`src/rtl/buzzer_seq.sv`:
```
// Event-driven tone sequencer: plays short fixed tone/silence patterns on a
// one-hot buzzer select, arbitrating game events by priority.
module buzzer_seq #(
    parameter int unsigned TICK_DIV = 100000
) (
    input  logic       clk,
    input  logic       rst,
    input  logic [2:0] evt,
    input  logic       mute,
    output logic [3:0] buzzer_en,
    output logic       busy,
    output logic       done
);

    localparam int unsigned PW  = (TICK_DIV > 2) ? $clog2(TICK_DIV) : 1;
    localparam int unsigned MSW = 9;
    localparam int unsigned SW  = 2;
    localparam int unsigned TW  = 4;

    typedef enum logic [1:0] {
        S_IDLE = 2'd0,
        S_PLAY = 2'd1,
        S_DONE = 2'd2
    } state_t;

    // Pattern ROM: pattern index equals event priority (0 hit, 1 score, 2 game over).
    function automatic logic [TW-1:0] step_tone(input logic [1:0] p, input logic [SW-1:0] s);
        logic [TW-1:0] t;
        t = '0;
        case ({p, s})
            4'b00_00: t = 4'b1000;
            4'b01_00: t = 4'b1000;
            4'b01_01: t = 4'b0100;
            4'b01_10: t = 4'b0010;
            4'b10_00: t = 4'b0010;
            4'b10_01: t = 4'b0000;
            4'b10_10: t = 4'b0001;
            default:  t = 4'b0000;
        endcase
        return t;
    endfunction

    function automatic logic [MSW-1:0] step_ms(input logic [1:0] p, input logic [SW-1:0] s);
        logic [MSW-1:0] m;
        m = 9'd1;
        case ({p, s})
            4'b00_00: m = 9'd50;
            4'b01_00: m = 9'd60;
            4'b01_01: m = 9'd60;
            4'b01_10: m = 9'd120;
            4'b10_00: m = 9'd150;
            4'b10_01: m = 9'd50;
            4'b10_10: m = 9'd300;
            default:  m = 9'd1;
        endcase
        return m;
    endfunction

    function automatic logic [SW-1:0] last_step(input logic [1:0] p);
        logic [SW-1:0] l;
        case (p)
            2'd0:    l = 2'd0;
            2'd1:    l = 2'd2;
            2'd2:    l = 2'd2;
            default: l = 2'd0;
        endcase
        return l;
    endfunction

    state_t          state;
    logic [1:0]      pat;
    logic [SW-1:0]   step;
    logic [PW-1:0]   presc;
    logic [MSW-1:0]  ms_cnt;

    logic [1:0]      evt_pat;
    logic [TW-1:0]   cur_tone;
    logic [MSW-1:0]  cur_ms;
    logic [TW-1:0]   nxt_tone;
    logic [TW-1:0]   start_tone;
    logic            tick;
    logic            step_end;
    logic            last;
    logic            start;

    // Event decode, current step lookup and step-end detection.
    always_comb begin
        evt_pat    = 2'd0;
        start      = 1'b0;
        if (evt[2]) begin
            evt_pat = 2'd2;
        end else if (evt[1]) begin
            evt_pat = 2'd1;
        end
        cur_tone   = step_tone(pat, step);
        cur_ms     = step_ms(pat, step);
        nxt_tone   = step_tone(pat, SW'(step + 2'd1));
        start_tone = step_tone(evt_pat, 2'd0);
        tick       = (presc == PW'(TICK_DIV - 1));
        step_end   = tick && (ms_cnt == MSW'(cur_ms - 9'd1));
        last       = (step == last_step(pat));
        case (state)
            S_IDLE:  start = |evt;
            S_DONE:  start = |evt;
            S_PLAY:  start = (|evt) && (evt_pat >= pat);
            default: start = 1'b0;
        endcase
    end

    // Sequencer FSM with registered outputs; mute only gates the tone register input.
    always_ff @(posedge clk or negedge rst) begin
        if (!rst) begin
            state     <= S_IDLE;
            pat       <= 2'd0;
            step      <= '0;
            presc     <= '0;
            ms_cnt    <= '0;
            buzzer_en <= '0;
            busy      <= 1'b0;
            done      <= 1'b0;
        end else begin
            done <= 1'b0;
            if (start) begin
                state     <= S_PLAY;
                pat       <= evt_pat;
                step      <= '0;
                presc     <= '0;
                ms_cnt    <= '0;
                busy      <= 1'b1;
                buzzer_en <= mute ? 4'b0000 : start_tone;
            end else begin
                case (state)
                    S_IDLE: begin
                        busy      <= 1'b0;
                        buzzer_en <= '0;
                    end
                    S_PLAY: begin
                        if (step_end) begin
                            presc  <= '0;
                            ms_cnt <= '0;
                            if (last) begin
                                state     <= S_DONE;
                                step      <= '0;
                                busy      <= 1'b0;
                                done      <= 1'b1;
                                buzzer_en <= '0;
                            end else begin
                                step      <= SW'(step + 2'd1);
                                buzzer_en <= mute ? 4'b0000 : nxt_tone;
                            end
                        end else begin
                            presc     <= tick ? '0 : PW'(presc + 1'b1);
                            ms_cnt    <= tick ? MSW'(ms_cnt + 9'd1) : ms_cnt;
                            buzzer_en <= mute ? 4'b0000 : cur_tone;
                        end
                    end
                    S_DONE: begin
                        state     <= S_IDLE;
                        busy      <= 1'b0;
                        buzzer_en <= '0;
                    end
                    default: begin
                        state     <= S_IDLE;
                        busy      <= 1'b0;
                        buzzer_en <= '0;
                    end
                endcase
            end
        end
    end

endmodule

```
`config.mk`:
```
export PLATFORM = sky130hd
export DESIGN_NAME = buzzer_seq
export DESIGN_NICKNAME = d
export VERILOG_FILES = /design/src/rtl/buzzer_seq.sv
export SDC_FILE = /design/constraint.sdc
export NUM_CORES = 1
export LEC_CHECK = 0
export BUFFER_PORTS_ARGS = -buffer_cell sky130_fd_sc_hd__buf_2
export CAP_MARGIN = 20
export CORE_UTILIZATION = 60
export CTS_CLUSTER_SIZE = 20
export DETAILED_ROUTE_END_ITERATION = 6
export MAX_ROUTING_LAYER = met4
export PLACE_DENSITY = 0.74
export SYNTH_ARGS = -nofsm -noshare
export SYNTH_HDL_FRONTEND = slang
export SYNTH_SLANG_ARGS = --single-unit
export TNS_END_PERCENT = 1
```
`constraint.sdc`:
```
create_clock -name clk -period 7.1 [get_ports clk]
set_clock_uncertainty 0.05 [all_clocks]
set_input_delay 1.065 -clock clk [delete_from_list [all_inputs] [get_ports clk]]
set_output_delay 1.065 -clock clk [all_outputs]
set_load 0.005 [all_outputs]
```
==> results of run 1 <==
per-layer routing:
metal | up-vias | GRT usage [%]
met5 | - | -
met4 | 0 | 6.91
met3 | 9 | 5.14
met2 | 48 | 39.4
met1 | 998 | 38.4
li1 | 1037 | -
flip-flops by register name (all words and copies together), names as in the netlist:
signal,flops
state,2
buzzer_en,4
busy,1
pat,2
ms_cnt,9
presc,17
done,1
step,2
per-stage QoR:
stage                     power, mW  worst slack (ps)  std cells  instance area (sq um)  hold slack [ps]
after floorplan               0.496              4210        289                   2500              435
after CTS                     0.749              4090        347                   2670              496
after global routing          0.796              3940        347                   2670              516
final                         0.746              4030        347                   2670              488
after global placement        0.555              4020        340                   2560              458
after detailed placement      0.557              3900        340                   2560              480
kinds of logic after synthesis:
| group | synth area share, % |
|---|---|
| AND/OR/NAND/NOR | 29.9 |
| AO/OA/AOI/OAI | 13.5 |
| flip-flops | 38.0 |
| buffers and inverters | 4.84 |
| XOR/XNOR | 5.59 |
| adder cells (fa/ha/maj) | 5.99 |
| multiplexers | 2.20 |
report_power, final:
group	internal (mW)	switching (mW)	leakage, nW
Combinational	0.103	0.191	0.560
Sequential	0.240	0.0252	0.511
Clock	0.112	0.0747	0.0573
worst max-delay path by stage:
stage,to,depth (start not counted)
6_report,step[0]$_DFFE_PN0P_,9
5_1_grt,step[0]$_DFFE_PN0P_,9
4_1_cts,step[0]$_DFFE_PN0P_,9
3_5_place_dp,ms_cnt[5]$_DFFE_PN0P_,11
3_3_place_gp,ms_cnt[5]$_DFFE_PN0P_,11
2_1_floorplan,ms_cnt[5]$_DFFE_PN0P_,11
synth_stat cells, drive strengths merged (3+ instances only):
library cell | n | area [sq um]
nor4b | 4 | 41.3
a21oi | 10 | 61.3
or2 | 3 | 18.8
clkbuf | 4 | 15.0
ha | 12 | 150
dfrtp | 38 | 951
buf | 6 | 50.0
mux2i | 4 | 40.0
and2 | 4 | 26.3
inv | 15 | 56.3
xnor2 | 5 | 43.8
nand3 | 17 | 97.6
or3 | 8 | 50.1
o22ai | 3 | 18.8
nor3 | 11 | 55.1
xor2 | 11 | 96.3
nand4 | 7 | 43.8
nor2 | 29 | 116
o21ai | 21 | 105
nand2 | 40 | 150
critical path: cells and delay by family (launching register included):
kind                       cells  cell delay [ps]
and+or+nand+nor                4             1140
AOI/OAI and AO/OA              2              500
DFF                            1              460
adders and majority gates      1              360
muxes                          1              310
buffers and inverters          1              130
final cells by class:
class	count	area [sq um]	area share [%]
well taps	50	62.6	2.34
flip-flops and latches	38	951	35.6
clock buffers	6	82.6	3.09
multi-input cells	226	1430	53.7
repair buffers	11	55.1	2.06
inverters	15	56.3	2.11
clock inverters	1	30.0	1.12
==> results.toml, run 1 <==
[run_status]
status = "complete, no violations"

[pwr]
irDropWorstVdd_v = 0.000203
powerDensity_nw_per_um2 = 279
p_leak_nw = 1.13

[global_route]
grt_max_degree = 39
overflow = 0
first_global_vias = 1867
antenna_found_initial = 0
grt_pass1_wl_mm = 8.85
track_usage_pct = 27.0

[die]
die_w_um = 66.6
rows = 23
die-area_sq_um = 4440
ios = 12
start_util_pct = 62.6
coreArea_sq_um = 4000
die_y_um = 66.6

[sta]
rsz0062_at_grt = "false"
period_share_pct = 43.2
hold_viol = 0
setup_viol = 0
max_freq_mhz = 326
slew_headroom_pct = 43.7
finalMaxSlewViolations = 0
min_period_ps = 3070
tns_ps = 0
tightest_slew_ps = 845

[logic_synthesis]
syn-num-nets = 307
async_flop_share_pct = 100
syn_inst = 289
synthFlopType = "dfrtp_1"
ys_types = 59
ys_seq_area_share_pct = 38.0
yosysWarnings = 0
avgSynthCellArea_sq_um = 8.67
synth_edf_count = 0
synthesis.area_sq_um = 2500
ys_ff_latch = 38

[drt]
route.met3.wl_um = 213
drtPass1Iterations = 4
route.detailed.drc = 0
dr_wl_met2_mm = 2.35
viasPerCell = 6.03
wl_met1_mm = 2.62
first_iter_violations = 213
wl_per_cell_um = 15.1
vias = 2092
postRouteAntennaNets = 0
top_layer = "met4"
finalWirelength_mm = 5.25

[job]
drv_cap = 0

[finish]
drive_above_1_share_pct = 10.1
fillers = 334
syn2layout_area_growth_pct = 6.59
diodes = 0
final_util_pct = 66.8
final_common_cell = "nand2_1"
num-nets-final = 315
most-common-layout-cells = "nand2_1 (40), dfrtp_1 (38), nor2_1 (28), o21ai_0 (20), nand3_1 (16)"

[clock_tree]
cts.clk_slew.worst_paths_ps = 70
cts.path.max_buffers = 2
clk_latency_ps = 290
cts_resized = 0
cts-htree-levels = 2
cts_setup_buffers = 0
cts_tree = "built"
cts.sinks = 38
holdBufCountCts = 0
cts_inserted_buffers = 5
root_buffer = "clkbuf_8"

[critical_path]
cp-end-kind = "flop"
r2r-end = "step[0]$_DFFE_PN0P_"
critPathMaxFanout = 17
start_kind = "flop"
worst-setup-path-type = "flop to flop"
crit_arrival_ps = 3200
worstReg2RegStart = "step[0]$_DFFE_PN0P_"
reg2reg_depth = 9
max_stage_delay_ps = 460
timing.critical_path.required_ps = 7230
cpMaxStageDelayCell = "dfrtp_1"
cp_cell_sequence = "inv_1 -> ha_1 -> and2_2 -> or3_1 -> a211o_1 -> a21oi_2 -> nand3_4 -> nor2_4 -> mux2_4"
r2r_slack_ps = 4030
crit_start = "step[0]$_DFFE_PN0P_"

[place]
gp_congestion = 0.814
dp_hpwl_mm = 3.66
io_buffers = 11

[min_path]
min_path_type = "flop to flop"
hold_depth = 2
holdPathEnd = "busy$_DFFE_PN0P_"
min-delay-start = "busy$_DFFE_PN0P_"
No activity file was read; power rests on OpenSTA's default activity.
==> run 2: changes to the inputs <==
- ABC_AREA: not set -> 1
- clock period: 7.1 -> 3 ns (I/O delays scaled with it)
==> results.toml, run 2 <==
[critical_path]
cp_cell_sequence = "ha_1 -> nand4_1 -> nor2_1 -> nand2_1 -> o21ai_4 -> inv_1 -> nor3_1 -> xor2_1 -> a21oi_1"
crit_start = "presc[1]$_DFFE_PN0P_"
critPathMaxFanout = 18
start_kind = "flop"
cp-end-kind = "flop"
worst-setup-path-type = "flop to flop"
worstReg2RegStart = "presc[1]$_DFFE_PN0P_"
crit_arrival_ps = 2550
cpMaxStageDelayCell = "o21ai_4"
max_stage_delay_ps = 440
timing.critical_path.required_ps = 3120

[drt]
first_iter_violations = 129
wl_per_cell_um = 13.2
wl_met1_mm = 2.45
top_layer = "met4"
route.met3.wl_um = 209
drtPass1Iterations = 4
route.detailed.drc = 0
postRouteAntennaNets = 0
finalWirelength_mm = 5.44
viasPerCell = 5.54
vias = 2289
dr_wl_met2_mm = 2.65

[global_route]
overflow = 0
first_global_vias = 2152
antenna_found_initial = 0
grt_pass1_wl_mm = 9.47
track_usage_pct = 29.1
grt_max_degree = 39

[logic_synthesis]
syn_inst = 346
syn-num-nets = 364
async_flop_share_pct = 100
yosys.area.top_type_share_pct = 38.0
synth.most_common_cell = "nand2_1"
synthesis.area_sq_um = 2500
avgSynthCellArea_sq_um = 7.24
synthMuxAreaShare_pct = 0
ys_seq_area_share_pct = 38.0
synthFlopType = "dfrtp_1"
synthXorXnorAreaFrac_pct = 2.75
synth_compound_area_share_pct = 10.5
ys_ff_latch = 38
yosys.area_share.simple_pct = 34.3
synth_top_family_by_area = "simple AND/OR/NAND/NOR gates"
yosysWarnings = 0
synth_top_cell_by_area = "dfrtp_1"
synth_area_leaders = "dfrtp_1 (38%), nand2_1 (12%), inv_1 (7.3%)"
synth_edf_count = 0
yosys-top-cells-count = "nand2_1 (83), inv_1 (49), dfrtp_1 (38)"
synthAdderAreaFrac_pct = 6.00
ys_types = 31

[clock_tree]
cts_inserted_buffers = 5
cts.path.max_buffers = 2
cts-htree-levels = 2
cts.sinks = 38
cts_setup_buffers = 0
cts_tree = "built"
cts.clk_slew.worst_paths_ps = 80
cts_resized = 0
holdBufCountCts = 0
root_buffer = "clkbuf_8"
clk_latency_ps = 290

[finish]
drive_above_1_share_pct = 11.0
largest_registers = "presc (17), ms_cnt (9), buzzer_en (4)"
most-common-layout-cells = "nand2_1 (83), inv_1 (49), dfrtp_1 (38), nor2_1 (37), nand3_1 (28)"
final_common_cell = "nand2_1"
num-nets-final = 380
syn2layout_area_growth_pct = 8.95
diodes = 0
top_register = "presc"
fin_area_sq_um = 2730
largest_register_ffs = 17

[place]
io_buffers = 11
dpl_worst_slack_ps = 418
placed_area_sq_um = 2620
dp_hpwl_mm = 4.08
gp_congestion = 0.944

[sta]
fin_ws_ps = 572
tns_ps = 0
max_freq_mhz = 412
setup_viol = 0
slew_headroom_pct = 43.3
rsz0062_at_grt = "false"
hold_viol = 0
tightest_slew_ps = 851
finalMaxSlewViolations = 0
min_period_ps = 2430
period_share_pct = 80.9
fin_hold_ws_ps = 210

[die]
ios = 12
die_y_um = 66.6
die_w_um = 66.6
rows = 23
start_util_pct = 62.6
coreArea_sq_um = 4000
die-area_sq_um = 4430

[job]
drv_cap = 0

[pwr]
irDropWorstVdd_v = 0.000410
p_leak_nw = 1.34
switching_share_pct = 44.1
powerDensity_nw_per_um2 = 744
pwr-share-comb_pct = 47.8
power.internal_mw = 1.13
sequentialPowerShare_pct = 31.2
p_switching_uw = 895
p_clk_share_pct = 21.1
finalPower_mw = 2.03

[run_status]
status = "complete, no violations"

[min_path]
min_path_type = "input port to async pin"
run 2: path summary, 6_finish.rpt:
check / to / slack (ps) / depth (start not counted)
max: ms_cnt[3]$_DFFE_PN0P_ / 570 / 9
min: buzzer_en[0]$_DFF_PN0_ / 210 / 1
max reg2reg: ms_cnt[3]$_DFFE_PN0P_ / 570 / 9
min reg2reg: busy$_DFFE_PN0P_ / 450 / 2
max in group asynchronous: presc[15]$_DFFE_PN0P_ / 2150 / 1
min in group clk: buzzer_en[1]$_DFF_PN0_ / 420 / 3
run 2: area by class of cell:
class | count | area (sq um)
sequential | 38 | 951
tap | 50 | 62.6
timing repair buffer | 13 | 70.1
clock buffer | 5 | 68.8
inverter | 52 | 195
clock inverter | 3 | 40.0
fill | 355 | 1270
multi-input combinational | 252 | 1340
run 2: kinds of logic after synthesis:
| kind of cell | Yosys count |
|---|---|
| simple gates | 187 |
| buf+inv | 56 |
| compound gates | 46 |
| flops | 38 |
| fa+ha+maj | 12 |
| xor+xnor | 7 |
run 2: power groups by stage:
stage / clock network [mW] / registers [mW] / logic, mW
6_report: 0.427 / 0.633 / 0.969
2_1_floorplan: 0 / 0.630 / 0.758
3_5_place_dp: 0 / 0.642 / 0.968
5_1_grt: 0.454 / 0.644 / 1.13
4_1_cts: 0.434 / 0.632 / 0.971
3_3_place_gp: 0 / 0.639 / 0.944
run 2: worst max-delay path: cells and delay by family, from the launching register on:
family	cells	cell delay [ps]
AO/OA/AOI/OAI	2	490
AND/OR/NAND/NOR	4	760
adder cells (fa/ha/maj)	1	230
buffers and inverters	1	220
flip-flops	1	390
XOR/XNOR	1	160
run 2: metal layers:
metal / global-route usage [%] / vias up
met3: 5.14 / 11
met5: - / -
li1: - / 1161
met2: 47.1 / 55
met1: 36.2 / 1062
met4: 10.9 / 0
run 2: stage by stage:
stage / cells / util (%)
after floorplan: 346 / -
after global placement: 405 / 65.5
after detailed placement: 405 / 65.5
after CTS: 413 / 68.2
after global routing: 413 / 68.2
final: 413 / 68.2
==> run 3: changes to the inputs <==
- clock period: 3 -> 2.3 ns (I/O delays scaled with it)
==> results.toml, run 3 (synthesis results as in run 2) <==
[global_route]
antenna_found_initial = 0
track_usage_pct = 28.6
grt_pass1_wl_mm = 9.20
first_global_vias = 2087
grt_max_degree = 39
overflow = 0

[run_status]
status = "complete, no violations"

[pwr]
irDropWorstVdd_v = 0.000561
p_clk_share_pct = 15.0
pwr-share-comb_pct = 57.3
p_leak_nw = 1.46
power.internal_mw = 1.60
powerDensity_nw_per_um2 = 998
finalPower_mw = 3.02
p_switching_mw = 1.41
switching_share_pct = 46.8
sequentialPowerShare_pct = 27.7

[sta]
period_share_pct = 98.1
max_freq_mhz = 443
setup_viol = 0
finalMaxSlewViolations = 0
rsz0062_at_grt = "true"
min_period_ps = 2260
hold_viol = 0
slew_headroom_pct = 44.6
tns_ps = 0
tightest_slew_ps = 831

[finish]
final_util_pct = 75.5
fin_area_sq_um = 3020
syn2layout_area_growth_pct = 20.7
fin_cells = 428
top_register = "presc"
num-nets-final = 397
diodes = 0
largest_registers = "presc (17), ms_cnt (9), buzzer_en (4)"
drive_above_1_share_pct = 22.5
final_common_cell = "nand2_1"
largest_register_ffs = 17
most-common-layout-cells = "nand2_1 (75), inv_1 (43), dfrtp_1 (35), nor2_1 (34), nand3_1 (27)"
fillers = 311

[clock_tree]
clk_latency_ps = 290
holdBufCountCts = 0
cts.path.max_buffers = 2
cts_tree = "built"
cts.sinks = 38
cts-htree-levels = 2
cts.clk_slew.worst_paths_ps = 70
cts_inserted_buffers = 5
root_buffer = "clkbuf_8"

[drt]
route.detailed.drc = 0
viasPerCell = 5.67
postRouteAntennaNets = 0
first_iter_violations = 218
drtPass1Iterations = 5
wl_per_cell_um = 14.6
vias = 2426
finalWirelength_mm = 6.27

[place]
io_buffers = 11
placed_area_sq_um = 2690
gp_congestion = 0.857
dp_cells = 414
dp_hpwl_mm = 4.10

[die]
ios = 12
die-area_sq_um = 4430
start_util_pct = 62.6
die_w_um = 66.6
coreArea_sq_um = 4000
rows = 23
die_y_um = 66.6

[critical_path]
timing.critical_path.required_ps = 2420
cp-end-kind = "flop"
cp_cell_sequence = "inv_2 -> ha_1 -> nand2_1 -> nand2_2 -> inv_2 -> nand3_2 -> nand2_1 -> nand4_1 -> nor2_2 -> nand4_4 -> nand2_4 -> nand2_4 -> nand2_1 -> nand2_1"
critPathBufInv = 2
r2r_slack_ps = 40
critPathMaxFanout = 5
cpMaxStageDelayCell = "dfrtp_2"
crit_family = "simple AND/OR/NAND/NOR gates"
worst-setup-path-type = "flop to flop"
start_kind = "flop"
crit_arrival_ps = 2380
cp_common_cell = "nand2_1"
max_stage_delay_ps = 420

[min_path]
min_path_type = "input port to async pin"

[job]
drv_cap = 0
[run 3: cell types whose count changed in the layout (fill, tap and decap cells not counted), sizes merged]
cell,delta
buf,+15
clkinv,-2
bufinv,-1
clkbuf,+1
nand2,+1
nand4,+1
[run 3: through the flow]
stage                     hold WS [ps]  setup WS (ps)
after floorplan                 -0.591            216
after global placement             429           6.87
after detailed placement           440          -56.6
after CTS                          126          -7.41
after global routing               178           -105
final                              100           43.1
[run 3: worst paths after layout]
kind                                    startpoint                endpoint  cells past startpoint
worst min-delay path                           rst  buzzer_en[1]$_DFF_PN0_                      1
worst min register to register    busy$_DFFE_PN0P_        busy$_DFFE_PN0P_                      2
max in group asynchronous                      rst     step[0]$_DFFE_PN0P_                      1
worst max register to register  pat[0]$_DFFE_PN0P_     step[0]$_DFFE_PN0P_                     14
worst max-delay path            pat[0]$_DFFE_PN0P_     step[0]$_DFFE_PN0P_                     14
min in group clk                            evt[2]  buzzer_en[1]$_DFF_PN0_                      3
[run 3: power by group through the flow]
stage | clock network [mW] | registers (mW) | logic (mW)
2_1_floorplan | 0 | 0.822 | 0.989
3_3_place_gp | 0 | 0.824 | 1.32
3_5_place_dp | 0 | 0.827 | 1.33
4_1_cts | 0.458 | 0.819 | 1.37
5_1_grt | 0.490 | 0.845 | 1.90
6_report | 0.453 | 0.834 | 1.73
[run 3: layer usage]
metal | up-vias | track usage [%] | wire length (um)
met3 | 18 | 4.62 | 232
met5 | - | - | 0
met1 | 1136 | 35.9 | 2740
met4 | 0 | 8.78 | 174
met2 | 76 | 47.2 | 3130
li1 | 1196 | - | -
[run 3: timing repair]
action / 4_1_cts / 5_1_grt
pin swaps: 2 / 12
setup endpoints to repair: 7 / 19
gates resized for setup: 5 / 47
gates cloned: 1 / 1
setup buffers: 0 / 6
[run 3: area by class of cell]
cell class | instances | area [sq um] | area share (%)
multi-input cells | 254 | 1530 | 50.7
inverters | 52 | 203 | 6.71
well taps | 50 | 62.6 | 2.07
repair buffers | 28 | 186 | 6.17
flip-flops and latches | 38 | 955 | 31.6
clock buffers | 6 | 82.6 | 2.73
